## src/rtl/mem_1w1r_fifo_ctrl.sv

```systemverilog
// Valid/ready FIFO sequencer around an external mem_1w1r with a 1-cycle registered read.
// Define MEM_FIFO_LEVEL_EN to add the level_o / almost_full_o outputs.
module mem_1w1r_fifo_ctrl #(
  parameter int unsigned ELEMENTS_W  = 7,
  parameter int unsigned WIDTH       = 32,
  parameter int unsigned ALMOST_FULL = 6
) (
  input  logic                  clk_i,
  input  logic                  rst_i,
  input  logic                  flush_i,
  input  logic                  in_valid_i,
  output logic                  in_ready_o,
  input  logic [WIDTH-1:0]      in_data_i,
  output logic                  out_valid_o,
  input  logic                  out_ready_i,
  output logic [WIDTH-1:0]      out_data_o,
  output logic                  mem_read_o,
  output logic [ELEMENTS_W-1:0] mem_raddr_o,
  output logic                  mem_write_o,
  output logic [ELEMENTS_W-1:0] mem_waddr_o,
  output logic [WIDTH-1:0]      mem_wdata_o,
  input  logic [WIDTH-1:0]      mem_readdata_i
`ifdef MEM_FIFO_LEVEL_EN
  ,
  output logic [ELEMENTS_W:0]   level_o,
  output logic                  almost_full_o
`endif
);

  localparam logic [ELEMENTS_W:0] Capacity = {1'b1, {ELEMENTS_W{1'b0}}};

  logic [ELEMENTS_W:0] wptr_q, wptr_d;
  logic [ELEMENTS_W:0] rptr_q, rptr_d;
  logic                out_valid_q, out_valid_d;
  logic [ELEMENTS_W:0] stored;
  logic                full, empty;

  always_comb begin
    stored = wptr_q - rptr_q;
    full   = (stored == Capacity);
    empty  = (stored == '0);
  end

  always_comb begin
    in_ready_o  = !full && !flush_i;
    // Gated by reset so an in-progress burst stops writing the moment reset is applied.
    mem_write_o = in_valid_i && in_ready_o && !rst_i;
    mem_read_o  = !empty && (!out_valid_q || out_ready_i) && !flush_i;
    mem_waddr_o = wptr_q[ELEMENTS_W-1:0];
    mem_raddr_o = rptr_q[ELEMENTS_W-1:0];
    mem_wdata_o = in_data_i;
    out_data_o  = mem_readdata_i;
    out_valid_o = out_valid_q;
  end

  always_comb begin
    wptr_d      = wptr_q;
    rptr_d      = rptr_q;
    out_valid_d = out_valid_q;
    if (flush_i) begin
      wptr_d      = '0;
      rptr_d      = '0;
      out_valid_d = 1'b0;
    end else begin
      wptr_d      = wptr_q + {{ELEMENTS_W{1'b0}}, mem_write_o};
      rptr_d      = rptr_q + {{ELEMENTS_W{1'b0}}, mem_read_o};
      out_valid_d = mem_read_o || (out_valid_q && !out_ready_i);
    end
  end

  always_ff @(posedge clk_i or posedge rst_i) begin
    if (rst_i) begin
      wptr_q      <= '0;
      rptr_q      <= '0;
      out_valid_q <= 1'b0;
    end else begin
      wptr_q      <= wptr_d;
      rptr_q      <= rptr_d;
      out_valid_q <= out_valid_d;
    end
  end

`ifdef MEM_FIFO_LEVEL_EN
  always_comb begin
    level_o       = stored + {{ELEMENTS_W{1'b0}}, out_valid_q};
    almost_full_o = 32'(level_o) >= ALMOST_FULL;
  end
`endif

endmodule

```

## config.mk

```make
export PLATFORM = sky130hd
export DESIGN_NAME = mem_1w1r_fifo_ctrl
export DESIGN_NICKNAME = d
export VERILOG_FILES = /design/src/rtl/mem_1w1r_fifo_ctrl.sv
export SDC_FILE = /design/constraint.sdc
export NUM_CORES = 1
export LEC_CHECK = 0
export CAP_MARGIN = 20
export CELL_PAD_IN_SITES_DETAIL_PLACEMENT = 1
export CELL_PAD_IN_SITES_GLOBAL_PLACEMENT = 1
export CORE_UTILIZATION = 20
export DETAILED_ROUTE_END_ITERATION = 12
export PLACE_DENSITY = 0.82
export SKIP_LAST_GASP = 1
export SYNTH_ARGS = -nofsm -noshare
export SYNTH_HDL_FRONTEND = slang
export SYNTH_SLANG_ARGS = --single-unit
```

## constraint.sdc

```tcl
create_clock -name clk_i -period 2.8 [get_ports clk_i]
set_clock_uncertainty 0.05 [all_clocks]
set_input_delay 0.84 -clock clk_i [delete_from_list [all_inputs] [get_ports clk_i]]
set_output_delay 0.84 -clock clk_i [all_outputs]
set_load 0.01 [all_outputs]
```

==> impl_metrics.csv, run 1 <==
group,metric,value,unit
yosys,yosys.cell_types.count,35,
placement,postPlaceCellArea,1910,µm²
final_layout,nets,277,
pwr,power_density,565,nW/µm²
sta,finalSetupViolations,13,
floorplan,io_pins,151,
clocking,cts_buffers,3,
setup_path,crit_slowest_cell,"dfrtp_2",
routing,vias,1270,
clocking,htree_levels,1,
clocking,max-clock-path-buffers,2,
status,violations,"negative setup slack",
setup_path,cp-end-kind,"primary output",
pwr,vdd_drop_max,0.251,mV
yosys,ys_warn_count,0,
pwr,combPwrFrac,62.8,%
yosys,syn_nets,288,
setup_path,cp_max_fo,4,
final_layout,area_growth,27.4,%
clocking,cts_tree,"built",
setup_path,crit_end,"mem_write_o",
setup_path,cp_data_required_time,1910,ps
floorplan,start_util,20.7,%
pwr,power_frac_clock,15.9,%
pwr,p_leak,0.924,nW
sta,fmax,303,MHz
floorplan,die_y,97.0,µm
setup_path,cp-start-kind,"register",
setup_path,path_cells,"ha_4 > nand2_4 > a21o_4 > a211oi_4 > nor4_4 > buf_6 > a2111oi_4 > buf_2",
hold_path,min_path_type,"reg -> reg",
setup_path,max_stage_delay,430,ps
status,status,"finished, violations left",
placement,gp_congestion,0.878,
clocking,cts_root_buf,"clkbuf_8",
grt,grt_util_all_layers,10.5,%
pwr,p_sw_share,37.3,%
floorplan,fp.coreArea,8720,µm²
clocking,clock_sinks,17,
yosys,synth-main-ff-cell,"dfrtp_1",
yosys,synth_edf_count,0,
yosys,synth_seq_cells,17,
routing,dr.first_iter.drc_count,33,
routing,ant_nets,0,
clocking,path_clk_slew,80,ps
setup_path,rrSetupSlack,-100,ps
pwr,seqPwrFrac,21.2,%
sta,worst_slack,-495,ps
floorplan,die-area,9420,µm²
setup_path,crit_start,"wptr_q[3]",
yosys,synth_cells,208,
setup_path,reg2reg_from,"wptr_q[2]",
grt,grt_max_degree,18,
floorplan,die_w,97.0,µm
setup_path,ff2ff_path_depth,13,
routing,routed_wl,4980,µm
job,maxCapViolations,0,
sta,final_hold_viol_count,0,
yosys,netlist_area,1810,µm²
routing,wl_per_cell,16.4,µm
sta,slew_headroom,51.8,%
sta,rsz0062_at_grt,"yes",
yosys,syn_avg_cell_area,8.69,µm²
pwr,p_total,1.30,mW
grt,grt_pass1_vias,1486,
setup_path,r2r-end,"rptr_q[3]",
sta,min_period_over_period,118,%
placement,numPortBuffers,22,
routing,drc_errors,0,
grt,antenna_found_initial,0,
clocking,clock_latency,270,ps
grt,grt_pass1_wl,7720,µm
routing,viasPerCell,4.18,
floorplan,rows,34,
routing,first_pass_iters,4,
final_layout,n_antenna_cell,0,
yosys,synthArstFlopShare,100,%
grt,globalRouteOverflowTotal,0,
sta,slew_violations,0,
pwr,switchingPower,484,µW
sta,worstMarginPinSlew,722,ps
placement,dp_hpwl,3400,µm
setup_path,critPathKind,"reg -> out",
sta,period_minus_slack,3300,ps
pwr,internal-power,815,µW
final_layout,finalInstanceArea,2300,µm²
setup_path,arrival,2410,ps
yosys,ys_seq_area_share,23.5,%
final_layout,drive_gt1_share,58.2,%
-- per-layer routing --
metal | vias to the layer above | global-route usage [%] | wire length [µm]
met5 | - | 0 | 0
met1 | 623 | 9.77 | 1680
met4 | 0 | 6.77 | 206
met2 | 48 | 20.8 | 2900
li1 | 576 | - | -
met3 | 23 | 1.45 | 190
-- sequential cells by signal, indices dropped and copies added, names as in the netlist --
signal       cells
wptr_q           8
rptr_q           8
out_valid_o      1
-- repair_timing --
item / in CTS / in global routing
gates cloned: 0 / 0
hold endpoints to repair: 0 / 0
hold buffers: 0 / 0
pin swaps: 39 / 23
resized for setup: 48 / 17
endpoints found under the setup margin: 17 / 19
buffers inserted: 10 / 2
-- power groups by stage --
stage	clock [mW]	combinational [mW]	sequential (mW)
6_report	0.207	0.817	0.276
5_1_grt	0.217	0.865	0.281
4_1_cts	0.208	0.752	0.274
3_5_place_dp	0	0.591	0.279
3_3_place_gp	0	0.571	0.279
2_1_floorplan	0	0.472	0.283
-- worst min-delay path by stage --
stage	startpoint	to	slack (ps)	cells past startpoint
finish	rptr_q[7]	rptr_q[7]	570	2
global route	rptr_q[7]	rptr_q[7]	600	2
CTS	rptr_q[7]	rptr_q[7]	580	2
detailed placement	rptr_q[7]	rptr_q[7]	530	2
global placement	rptr_q[7]	rptr_q[7]	520	2
floorplan	wptr_q[7]	wptr_q[7]	470	2
-- stage by stage --
stage	hold slack [ps]	TNS, ps	cells	worst slack [ps]	util (%)
6_report	567	-1910	304	-495	26.4
2_1_floorplan	473	-32.7	208	-14.4	-
3_3_place_gp	521	-3380	290	-550	21.9
3_5_place_dp	533	-4070	290	-577	21.9
4_1_cts	575	-2650	303	-517	25.3
5_1_grt	604	-3800	304	-588	26.4
-- cells in the mapped netlist (3+ instances only) --
cell type | count | area [µm²]
ha_1 | 11 | 138
nor2b_1 | 6 | 37.5
xnor2_1 | 7 | 61.3
nor2_1 | 16 | 60.1
a21oi_1 | 8 | 40.0
nand2_1 | 7 | 26.3
buf_4 | 78 | 586
dfrtp_1 | 17 | 425
inv_1 | 10 | 37.5
xor2_1 | 7 | 61.3
nand3_1 | 9 | 45.0
a211oi_2 | 3 | 37.5
and3_1 | 3 | 18.8
-- placed cells by master, fill, tap and decap left out, types with 2 or more instances in the layout --
cell             Yosys  layout
o211ai_1             2       2
xnor2_2              0       6
nand3_2              0       8
and3_4               0       3
clkbuf_8             0       3
nor2_1              16      14
clkdlybuf4s50_1      0      19
dfrtp_1             17      15
nand2_4              0       2
ha_4                 0      11
buf_4               78      40
buf_2                0       3
dfrtp_2              0       2
a21oi_1              8       3
a21oi_4              1       3
xor2_1               7       7
buf_6                2       3
inv_1               10       4
a211oi_2             3       3
nand2_1              7       5
nor2b_1              6       4
a211oi_4             0       2
inv_2                0       6
a21oi_2              1       4
-- worst max-delay path, delay by kind of cell, from the launching register on --
kind                     cells  cell delay (ps)
AND/OR/NAND/NOR              2              170
adder cells (fa/ha/maj)      1              330
buffers and inverters        2              320
flip-flops                   1              430
AO/OA/AOI/OAI                3              880
-- cell type report --
class | count | area, µm²
flip-flops and latches | 17 | 428
inverters | 10 | 37.5
clock inverters | 1 | 7.51
fillers | 970 | 6420
multi-input cells | 100 | 1110
well taps | 108 | 135
repair buffers | 65 | 539
clock buffers | 3 | 41.3
-- logic make-up after synthesis --
group                      share of synthesized area [%]
buffers and inverters                               35.9
and+or+nand+nor                                     15.4
AOI/OAI and AO/OA                                   10.2
DFF                                                 23.5
xor gates and xnor gates                            6.79
adders and majority gates                           7.62
muxes                                              0.554
No activity file was read; power rests on OpenSTA's default activity.
==> run 2, diff against run 1 <==
--- a/config.mk
+++ b/config.mk
@@ -5,6 +5,7 @@
 export SDC_FILE = /design/constraint.sdc
 export NUM_CORES = 1
 export LEC_CHECK = 0
+export ABC_CLOCK_PERIOD_IN_PS = 2800
 export CAP_MARGIN = 20
 export CELL_PAD_IN_SITES_DETAIL_PLACEMENT = 1
 export CELL_PAD_IN_SITES_GLOBAL_PLACEMENT = 1
==> results of run 2 <==
Final layout, timing and power as in run 1 (identical DEF).
==> run 3, diff against run 2 <==
--- a/config.mk
+++ b/config.mk
@@ -13,6 +13,7 @@
 export DETAILED_ROUTE_END_ITERATION = 12
 export PLACE_DENSITY = 0.82
 export SKIP_LAST_GASP = 1
+export SLEW_MARGIN = 20
 export SYNTH_ARGS = -nofsm -noshare
 export SYNTH_HDL_FRONTEND = slang
 export SYNTH_SLANG_ARGS = --single-unit
==> results of run 3 <==
Final layout, timing and power as in run 1 (identical DEF).
